$ cat config.mk
export PLATFORM = sky130hd
export DESIGN_NAME = im_loader
export DESIGN_NICKNAME = d
export VERILOG_FILES = /design/src/rtl/im_loader.sv
export SDC_FILE = /design/constraint.sdc
export NUM_CORES = 1
export LEC_CHECK = 0
export CORE_MARGIN = 2
export CORE_UTILIZATION = 48
export CTS_CLUSTER_SIZE = 30
export DETAILED_ROUTE_END_ITERATION = 10
export MAX_ROUTING_LAYER = met4
export PLACE_DENSITY = 0.73
export SYNTH_ARGS = -nofsm -noshare
export SYNTH_HDL_FRONTEND = slang
export SYNTH_SLANG_ARGS = --single-unit
$ cat constraint.sdc
create_clock -name clk -period 2 [get_ports clk]
set_input_delay 0.2 -clock clk [delete_from_list [all_inputs] [get_ports clk]]
set_output_delay 0.2 -clock clk [all_outputs]
set_load 0.005 [all_outputs]
$ cat src/rtl/im_loader.sv
`default_nettype none
// +----------------------------------------------------------------------+
// | im_loader: byte-stream loader that fills instruction memory           |
// | Rev 1.0                                                               |
// +----------------------------------------------------------------------+
module im_loader #(
  parameter logic [31:0] BASE_ADDR = 32'h3000,
  parameter int          DEPTH     = 4096
) (
  input  logic        clk,
  input  logic        res,
  input  logic        start,
  input  logic        in_valid,
  input  logic [7:0]  in_byte,
  output logic        in_ready,
  output logic        im_we,
  output logic [31:0] im_addr,
  output logic [31:0] im_wdata,
  output logic        cpu_hold,
  output logic        done,
  output logic        error,
  output logic [12:0] word_cnt
);

  localparam logic [16:0] c_depth = 17'(DEPTH);

  typedef enum logic [2:0] {
    S_IDLE = 3'd0,
    S_LENH = 3'd1,
    S_LENL = 3'd2,
    S_DATA = 3'd3,
    S_CSUM = 3'd4,
    S_DONE = 3'd5,
    S_ERR  = 3'd6
  } state_t;

  state_t      r_state;
  state_t      w_next;
  logic [7:0]  r_len_hi;
  logic [15:0] r_len;
  logic [23:0] r_shift;
  logic [1:0]  r_idx;
  logic [7:0]  r_xor;
  logic        r_we;
  logic [31:0] r_addr;
  logic [31:0] r_wdata;
  logic [12:0] r_word_cnt;

  logic [15:0] w_len;
  logic [12:0] w_cnt_inc;
  logic        w_last_word;

  assign w_len       = {r_len_hi, in_byte};
  assign w_cnt_inc   = r_word_cnt + 13'd1;
  assign w_last_word = ({3'd0, w_cnt_inc} == r_len);

  always_ff @(posedge clk) begin
    if (!res) begin
      r_state <= S_IDLE;
    end else begin
      r_state <= w_next;
    end
  end

  // in_ready depends on state only, so in_valid alone marks a transfer in
  // the four streaming states.
  always_comb begin
    w_next   = r_state;
    in_ready = 1'b0;
    cpu_hold = 1'b1;
    done     = 1'b0;
    error    = 1'b0;
    case (r_state)
      S_IDLE: begin
        if (start) w_next = S_LENH;
      end
      S_LENH: begin
        in_ready = 1'b1;
        if (in_valid) w_next = S_LENL;
      end
      S_LENL: begin
        in_ready = 1'b1;
        if (in_valid) begin
          if ({1'b0, w_len} > c_depth) begin
            w_next = S_ERR;
          end else if (w_len == 16'd0) begin
            w_next = S_CSUM;
          end else begin
            w_next = S_DATA;
          end
        end
      end
      S_DATA: begin
        in_ready = 1'b1;
        if (in_valid && (r_idx == 2'd3) && w_last_word) w_next = S_CSUM;
      end
      S_CSUM: begin
        in_ready = 1'b1;
        if (in_valid) w_next = (in_byte == r_xor) ? S_DONE : S_ERR;
      end
      S_DONE: begin
        done     = 1'b1;
        cpu_hold = 1'b0;
        if (start) w_next = S_LENH;
      end
      S_ERR: begin
        error = 1'b1;
        if (start) w_next = S_LENH;
      end
      default: w_next = S_IDLE;
    endcase
  end

  always_ff @(posedge clk) begin
    if (!res) begin
      r_len_hi   <= 8'd0;
      r_len      <= 16'd0;
      r_shift    <= 24'd0;
      r_idx      <= 2'd0;
      r_xor      <= 8'd0;
      r_we       <= 1'b0;
      r_addr     <= 32'd0;
      r_wdata    <= 32'd0;
      r_word_cnt <= 13'd0;
    end else begin
      r_we <= 1'b0;
      case (r_state)
        S_IDLE, S_DONE, S_ERR: begin
          if (start) begin
            r_word_cnt <= 13'd0;
            r_xor      <= 8'd0;
            r_idx      <= 2'd0;
          end
        end
        S_LENH: begin
          if (in_valid) r_len_hi <= in_byte;
        end
        S_LENL: begin
          if (in_valid) r_len <= w_len;
        end
        S_DATA: begin
          if (in_valid) begin
            r_xor <= r_xor ^ in_byte;
            r_idx <= r_idx + 2'd1;
            if (r_idx == 2'd3) begin
              r_we       <= 1'b1;
              r_wdata    <= {r_shift, in_byte};
              r_addr     <= BASE_ADDR + {17'd0, r_word_cnt, 2'b00};
              r_word_cnt <= w_cnt_inc;
            end else begin
              r_shift <= {r_shift[15:0], in_byte};
            end
          end
        end
        default: ;
      endcase
    end
  end

  assign im_we    = r_we;
  assign im_addr  = r_addr;
  assign im_wdata = r_wdata;
  assign word_cnt = r_word_cnt;

endmodule
`default_nettype wire

* After elaboration in Yosys (flattened, before gate mapping)
Cells that the tools add are included.
Storage, ports and cells: logic and storage cells 71, memory bits (read-only) 0, memories 0, bits in latches 0, bits in writable memories 0, flip-flop bits (word level) 139, output and inout bits 82
Operators by class: div/mod/pow operators 0, $mul 0, reductions and logical operators 15, shift-type cells 0, bitwise operators 2, equality and inequality tests 16, multiplexer cells 24, $add $sub $neg 3, $lt $le $gt $ge 1
Operators with widths (number):
- $mux W13 | 3
- $pmux W13 S2 | 1
- $mux W3 | 7
- $add A14 B15 Y16 const A | 1
- $eq A13 B16 Y1 | 1
- $gt A16 B13 Y1 const B | 1
- $logic_not A16 Y1 | 1
- $mux W8 | 2
- $pmux W8 S2 | 1
- $pmux W3 S5 | 1
- $add A13 B1 Y13 const B | 1
- $ne A2 B2 Y1 const B | 6
- $reduce_and A3 Y1 | 4
- $eq A3 B3 Y1 const B | 3
- $eq A8 B8 Y1 | 1
- $xor A8 B8 Y8 | 1
- $eq A3 B2 Y1 const B | 2
- $mux W2 | 3
- $mux W1 | 5
- $reduce_and A5 Y1 | 1
- $pmux W2 S2 | 1
- $reduce_and A2 Y1 | 2
- $reduce_and A4 Y1 | 1
- $reduce_or A4 Y1 | 1
- other kinds (9) | 10

* Logic depth before layout (Yosys ltp)
Gate-level depths: netlist of the first run.
depth after elaboration 5, gate-level depth with buffers 9

* Worst setup path before layout of the first run
Ideal clock, no wire load.
path kind register to register, from reg r_word_cnt[0] (netlist: word_cnt[0]), to reg r_state[1], clock period less this slack 1.954 ns, setup time 0.120 ns, stages on the path, launching flop included 8, arrival 1.833 ns, setup slack 0.046 ns, required time 1.880 ns, cell sequence dfxtp_1 -> ha_1 -> nand4_1 -> nor3_1 -> xnor2_1 -> a211o_1 -> nor4_2 -> nor2_1
Between the ends: word-level cells in the longest chain between the ends 5
Ends and longest elaborated chain:
- from (decl) | line 47 | logic [12:0] r_word_cnt;
- from (signal assigned) | line 149 | r_word_cnt <= w_cnt_inc;
- $add A13 B1 Y13 | line 54 | assign w_cnt_inc = r_word_cnt + 13'd1;
- $eq A13 B16 Y1 | line 55 | assign w_last_word = ({3'd0, w_cnt_inc} == r_len);
- $logic_and A1 B1 Y1 | line 95 | if (in_valid && (r_idx == 2'd3) && w_last_word) w_next = S_CSUM;
- $ne A2 B2 Y1 (no line)
- $reduce_and A5 Y1 (no line)
- to (signal assigned) | line 61 | r_state <= w_next;
- to (decl) | line 37 | state_t r_state;
No other way between the ends. A chain may end at the register's enable or synchronous reset.

* Worst setup path in the final report of the first run
from reg r_state[2], to out error
Between the ends: word-level cells in the longest chain between the ends 2
Ends and longest elaborated chain:
- $eq A3 B3 Y1 | line 73 | case (r_state)
- $mux W1 | line 73
- to (decl) | line 21 | output logic error,
No other way between the ends.

==> results.rst, run 1 <==
.. list-table::
   :header-rows: 1

   * - Metric
     - Value
   * - Status
     - complete, but fails checks
   * - Violations in the final reports
     - design-rule violations
   * - Number of max-cap violations
     - 0
   * - Via count of the first global-routing pass
     - 4924
   * - Maximum vdd drop
     - 0.5001 mV
   * - Finish-stage setup viols
     - 0
   * - Areal power density over the cells
     - 853.3 nW/um^2
   * - Count of flip-flops with a built-in enable after synthesis
     - 0
   * - Routed WL per cell
     - ~15 um
   * - Drt initial violations
     - 356
   * - Number of pins exceeding their max-slew limit in the final report
     - 0
   * - Average vias per placed instance
     - roughly 5.4
   * - Count of unresolved DRC violations after routing
     - 8
   * - Netlist area before placement
     - 5689 um^2
   * - Clock buffer depth
     - 2
   * - Post-route clock skew
     - 10.26 ps
   * - Total non-filler cell area in the finished layout
     - about 7300 um^2
   * - Final wirelength
     - 14.34 mm
   * - CP max FO
     - 9
   * - Net total in the final layout
     - 817
   * - Top FF cell, synth
     - dfxtp_1
   * - Gate Count Post-Synth
     - 706
   * - Post-synthesis to final-layout area growth
     - 29.05%
   * - Largest net degree at the start of global routing
     - 35
   * - Total count of hold-check failures in the final report
     - 0
   * - Critical Path Source
     - r_state[2]
   * - IO Count
     - 94
   * - Final clock period utilization by the worst path
     - 97.08%
   * - Ratio of cells with drive above 1 in the final layout
     - 13.93%
   * - Worst reg2reg startpoint
     - word_cnt[0]
   * - Hold path startpoint
     - res
   * - Clk Latency, worst-skew pair
     - 420 ps
   * - Worst Path Class, Setup
     - reg -> out
   * - Post-route antenna net violation count
     - 0
   * - Share of flip-flops with an asynchronous set or reset after synthesis
     - 0%
   * - Antenna violations before repair
     - 0
   * - Die outline width
     - 112.9 um
   * - Detailed-router iteration count before antenna repair
     - 8
   * - Total clock buffers created by CTS
     - 17
   * - Clock-pin slew on the worst setup and hold paths
     - roughly 50 ps
   * - Placeable core region
     - about 12000 um^2
   * - Yosys warnings
     - 0
   * - Min-Delay Path Class
     - in -> reg
   * - Total number of clock tree sinks
     - 121
   * - R2R setup slack
     - 70 ps
   * - Arrival time at the worst endpoint
     - 1740 ps
   * - Number of port buffers
     - between 70 and 80
   * - Hold-fix buffers, CTS
     - 0
   * - Global-route wire length before repair
     - 23.66 mm
   * - Crit. End Element
     - primary output
   * - Final weighted congestion in routability-driven placement
     - 0.9167
   * - Depth of the CTS H-tree
     - 4
   * - Leakage power total
     - roughly 0.0027 uW
   * - Syn_area_per_cell
     - 8.058 um^2
   * - Detailed-route via count
     - 5120
   * - TritonCTS clock tree
     - done
   * - Starting Density
     - 49.40%
   * - Root cell of the clock tree
     - clkbuf_16
   * - Residual overflow from global routing
     - 0
   * - Total Power Consumption
     - 6265 uW
   * - Overall Global Routing Usage
     - 23.84%
   * - Time the worst path needs with I/O delays and setup
     - slightly below 2000 ps
   * - Area after DPL
     - 6738 um^2
   * - Synth cell types
     - 57
   * - Die height
     - 112.9 um
   * - Critical Path Source Type
     - flop
   * - Antenna diode count
     - 0
   * - Data required time at the worst endpoint
     - roughly 1800 ps
   * - Row count
     - 39
   * - Setup Total Neg Slack
     - 0 ps
   * - #FFs+latches synth
     - 121
   * - Unrepaired setup endpoints after global routing
     - true
   * - Floorplan die area
     - about 13000 um^2
   * - Seq/Total Area, Yosys
     - 42.58%
   * - HPWL after detailed placement
     - 9.993 mm
   * - Final-layout worst hold slack
     - 181.6 ps
   * - Max Fclk
     - between 0.5 and 0.6 GHz
report_power, final:
part / switching (uW) / internal [uW] / leakage (uW) / total, uW
clock: 981 / 1580 / 0.000243 / 2560
combinational: 608 / 498 / 0.00143 / 1110
sequential: 101 / 2500 / 0.000979 / 2600
total: 1690 / 4580 / 0.00265 / 6260
layout make-up:
cell class | count | area (um^2)
Fill cell | 990 | 4174
Multi-Input combinational cell | 522 | 3009
Sequential cell | 121 | 2436
Timing Repair Buffer | 135 | 1216
Clock buffer | 24 | 461.7
Tap cell | 143 | 178.9
Clock inverter | 5 | 25.02
Inverter | 4 | 15.01
through the flow:
step	instances	setup WS [ps]	utilization (%)
5_1_grt	954	0.5047	63.75
2_1_floorplan	723	46.16	-
3_3_place_gp	921	-100.7	58.51
4_1_cts	950	0.7465	62.93
6_report	954	58.42	63.75
3_5_place_dp	921	-177.1	58.51
cell families (layout without fill, tap and decap cells):
group | Yosys count | in the layout | synth area share, %
adders and majority gates | 4 | 4 | 0.8797
and+or+nand+nor | 300 | 300 | 23.75
buffers and inverters | 80 | 168 | 6.839
muxes | 11 | 11 | 1.979
xor gates and xnor gates | 29 | 29 | 4.464
DFF | 121 | 121 | 42.58
AOI/OAI and AO/OA | 160 | 160 | 19.44
other | 1 | 18 | 0.06591
flip-flops by register name (all words and copies together) (netlist names):
name,flops
im_wdata,32
im_addr,14
r_xor,8
r_shift,24
r_idx,2
r_state,3
im_we,1
word_cnt,13
r_len,16
r_len_hi,8
layout by cell type (no fill, tap or decap), types with 14 or more instances in the layout:
| master | count |
|---|---|
| a21boi_0 | 70 |
| a21boi_1 | 24 |
| buf_4 | 57 |
| clkbuf_16 | 17 |
| clkdlybuf4s50_1 | 74 |
| conb_1 | 18 |
| dfxtp_1 | 114 |
| nand2_1 | 194 |
| nor2_1 | 29 |
| nor2b_1 | 14 |
| o21ai_0 | 35 |
| xnor2_1 | 22 |
path summary, 6_finish.rpt:
check                              endpoint  cells past startpoint
worst max-delay path                  error                      3
worst min-delay path             r_state[0]                      3
worst max register to register   r_state[1]                      8
worst min register to register  r_shift[19]                      2
worst max-delay path, stage by stage (launching register included):
cell	delay, ps
dfxtp_1	450
buf_4	220
and3b_1	170
clkdlybuf4s50_1	490
metal layers:
layer / vias to the layer above / track usage, % / wire [um]
li1: 2509 / - / -
met1: 2447 / 30.25 / 6543
met2: 147 / 37.75 / 6879
met3: 17 / 4.874 / 686
met4: 0 / 9.024 / 226
met5: - / - / 0
what timing repair did:
action / in CTS / in global routing
pin swaps: 1 / 8
resized for setup: 6 / 18
endpoints found under the setup margin: 4 / 12
buffers inserted: 0 / 4
cell usage after synthesis (5+ instances only):
| master | instances | area share, % |
|---|---|---|
| a21oi_1 | 10 | 0.88 |
| buf_4 | 19 | 2.5 |
| buf_2 | 13 | 1.1 |
| nand3_1 | 8 | 0.70 |
| xor2_1 | 6 | 0.92 |
| nand4_1 | 6 | 0.66 |
| a21boi_1 | 24 | 3.2 |
| dfxtp_1 | 121 | 43 |
| xnor2_1 | 23 | 3.5 |
| nor2b_1 | 15 | 1.6 |
| nor2_1 | 29 | 1.9 |
| and2_1 | 13 | 1.4 |
| mux2i_1 | 9 | 1.6 |
| clkbuf_1 | 42 | 2.8 |
| nor4_1 | 5 | 0.55 |
| a21boi_0 | 70 | 9.2 |
| nand2_1 | 194 | 13 |
| o21ai_0 | 35 | 3.1 |
No activity file was read; power rests on OpenSTA's default activity.
==> run 2: changes to the inputs <==
--- a/config.mk
+++ b/config.mk
@@ -5,8 +5,10 @@
 export SDC_FILE = /design/constraint.sdc
 export NUM_CORES = 1
 export LEC_CHECK = 0
+export CORE_ASPECT_RATIO = 1.75
 export CORE_MARGIN = 2
 export CORE_UTILIZATION = 48
+export CTS_CLUSTER_DIAMETER = 50
 export CTS_CLUSTER_SIZE = 30
 export DETAILED_ROUTE_END_ITERATION = 10
 export MAX_ROUTING_LAYER = met4
==> run 2 against run 1 <==
The run now ends clean. Clock power increased by 23%. Die area up 0.27%. Sequential power about the same. Flip-flop and latch count did not move. Worst setup slack improved by 33 ps. Critical path depth grew 4. Maximum frequency rose by 1.7%. Final cell count decreased by 1.3%. Design area grew 0.97%. Critical endpoint is now r_state[1]. Largest power group is now clock.
==> results.rst, run 2 (synthesis results as in run 1) <==
.. list-table::
   :header-rows: 1

   * - Metric
     - Value
   * - Status
     - finished, final reports clean
   * - Number of pins exceeding their max-slew limit in the final report
     - 0 (unchanged)
   * - Detailed-route via count
     - 5112 (-0.16%)
   * - Total clock buffers created by CTS
     - 17 (unchanged)
   * - Data required time at the worst endpoint
     - 2300 ps (+500 ps)
   * - Max FFs per register
     - 32 (unchanged)
   * - Post-synthesis to final-layout area growth
     - 30.31%
   * - Setup repair bufs after CTS
     - 0 (unchanged)
   * - Clock buffer depth
     - 2 (unchanged)
   * - Number of placed cells counting well taps
     - 913 (-0.87%)
   * - Maximum vdd drop
     - 0.7206 mV (+44%)
   * - Finish-stage setup viols
     - 0 (unchanged)
   * - Die height
     - 148.0 um (+31%)
   * - Depth of the CTS H-tree
     - 4 (unchanged)
   * - Sequential cell area
     - 2427 um^2 (-0.36%)
   * - Residual overflow from global routing
     - 0 (unchanged)
   * - Clock Power Share
     - 46.1% (+5.3 points)
   * - Global-route wire length before repair
     - 24.82 mm (+4.9%)
   * - Average vias per placed instance
     - 5.427 (+1.1%)
   * - Final weighted congestion in routability-driven placement
     - 0.9961 (+8.7%)
   * - Final wirelength
     - 15.21 mm (+6.1%)
   * - HPWL after detailed placement
     - 10.75 mm (+7.5%)
   * - Internal power component
     - 5082 uW (+11%)
   * - Most common library cell in the layout ignoring fill and taps
     - nand2_1
   * - Worst Path Class, Setup
     - reg -> reg
   * - Drt initial violations
     - 315 (-12%)
   * - IO Count
     - 94 (unchanged)
   * - Clock-pin slew on the worst setup and hold paths
     - 60 ps (about the same)
   * - Critical Path Source Type
     - flop
   * - Final clock period utilization by the worst path
     - 95.44% (-1.6 points)
   * - Antenna diode count
     - 0 (unchanged)
   * - Comb pwr share
     - 16.0% (-1.6 points)
   * - CP max FO
     - 4 (-5)
   * - Overall Global Routing Usage
     - 25.43% (+1.6 points)
   * - Total count of hold-check failures in the final report
     - 0 (unchanged)
   * - Placeable core region
     - 11580 um^2 (+0.57%)
   * - Most used cells in the layout excluding fill and tap cells
     - nand2_1, dfxtp_1, clkdlybuf4s50_1, a21boi_0, buf_4
   * - Areal power density over the cells
     - 919.5 nW/um^2 (+7.8%)
   * - Antenna violations before repair
     - 0 (unchanged)
   * - Clk Latency, worst-skew pair
     - 420 ps (about the same)
   * - Largest net degree at the start of global routing
     - 123 (+250%)
   * - Min-Delay Path Class
     - in -> reg
   * - Number of fillers in the final layout
     - 1014 (+2.4%)
   * - Sequential share of power
     - 38.0% (-3.6 points)
   * - Arrival time at the worst endpoint
     - 2210 ps (+470 ps)
   * - Total Power Consumption
     - 6817 uW (+8.8%)
   * - Post-route clock skew
     - 10.24 ps (-0.01680 ps)
   * - Area of the multi-input gates
     - 2974 um^2 (-1.2%)
   * - Total number of clock tree sinks
     - 121 (unchanged)
   * - Detailed-router iteration count before antenna repair
     - 5 (-3)
   * - Starting Density
     - 49.12% (-0.28 points)
   * - Max Fclk
     - 0.5239 GHz (+1.7%)
   * - Routed WL per cell
     - 16.14 um (+7.4%)
   * - Switching share of power
     - 25.44% (-1.5 points)
   * - Leakage power total
     - 0.002684 uW (+1.2%)
   * - Count of unresolved DRC violations after routing
     - 0 (-8)
   * - Setup Total Neg Slack
     - 0 ps (unchanged)
   * - Row count
     - 52 (+33%)
   * - Post-route antenna net violation count
     - 0 (unchanged)
   * - Number of max-cap violations
     - 0 (unchanged)
   * - Hold-fix buffers, CTS
     - 0 (unchanged)
   * - Number of port buffers
     - 75 (unchanged)
   * - Via count of the first global-routing pass
     - 5225 (+6.1%)
   * - Layout Cells excl Fill
     - 942 (-1.3%)
   * - Net total in the final layout
     - 813 (-0.49%)
   * - Switch Pwr
     - 1734 uW (+2.7%)
   * - Die outline width
     - 86.30 um (-24%)
   * - Floorplan die area
     - 12770 um^2 (+0.27%)
   * - Crit. End Element
     - flop
   * - Unrepaired setup endpoints after global routing
     - true
   * - Ratio of cells with drive above 1 in the final layout
     - 13.26% (-0.67 points)
   * - Root cell of the clock tree
     - clkbuf_16
   * - Time the worst path needs with I/O delays and setup
     - 1909 ps (-32.82 ps)
   * - TritonCTS clock tree
     - done
## run 2: final cells by class
type | instances | share of cell area (%)
flip-flops and latches | 121 | 32.74
clock inverters | 6 | 1.536
repair buffers | 131 | 16.41
clock buffers | 23 | 6.717
well taps | 135 | 2.278
multi-input cells | 522 | 40.12
inverters | 4 | 0.2025
## run 2: what timing repair did
item | 4_1_cts | 5_1_grt
pin swaps | 0 | 6
resized for setup | 2 | 11
endpoints found under the setup margin | 1 | 8
## run 2: power groups by stage
stage | logic [uW] | registers (uW) | clock network, uW
finish | 1090 | 2590 | 3140
global route | 1200 | 2600 | 3300
CTS | 1070 | 2580 | 3180
detailed placement | 1060 | 2630 | 0
global placement | 1050 | 2630 | 0
floorplan | 757 | 2590 | 0
## run 2: layer usage
layer	track usage, %	share of wire [%]	vias to the layer above	wire, um
li1	-	-	2486	-
met1	25.82	38	2444	5825
met2	45.12	54	147	8279
met3	5.528	3.6	35	552
met4	12.73	3.6	0	548
met5	-	0	-	0
## run 2: path summary, 6_finish.rpt
check	from	endpoint	slack [ps]	depth (start not counted)
setup reg to reg	word_cnt[1]	r_state[1]	90	7
setup / recovery	word_cnt[1]	r_state[1]	90	7
hold / removal	res	im_wdata[11]	330	3
hold reg to reg	r_shift[18]	r_shift[18]	460	2
## run 2: through the flow
step	setup WS [ps]	hold slack, ps	area [um^2]	util, %
4_1_cts	10.26	347.6	7380	63.72
3_3_place_gp	-51.54	441.6	6764	58.41
5_1_grt	-34.11	364.9	7413	64.01
3_5_place_dp	-114.1	446.4	6764	58.41
6_report	91.24	331.7	7413	64.01
2_1_floorplan	46.16	435.3	5753	-
## run 2: worst max-delay path, stage by stage (launching register included)
cell and delay (ps):
dfxtp_2 360, buf_4 130, nand4_2 110, or2_4 270, o311a_1 300, a211o_1 310
nor4_2 260, nor2_1 70
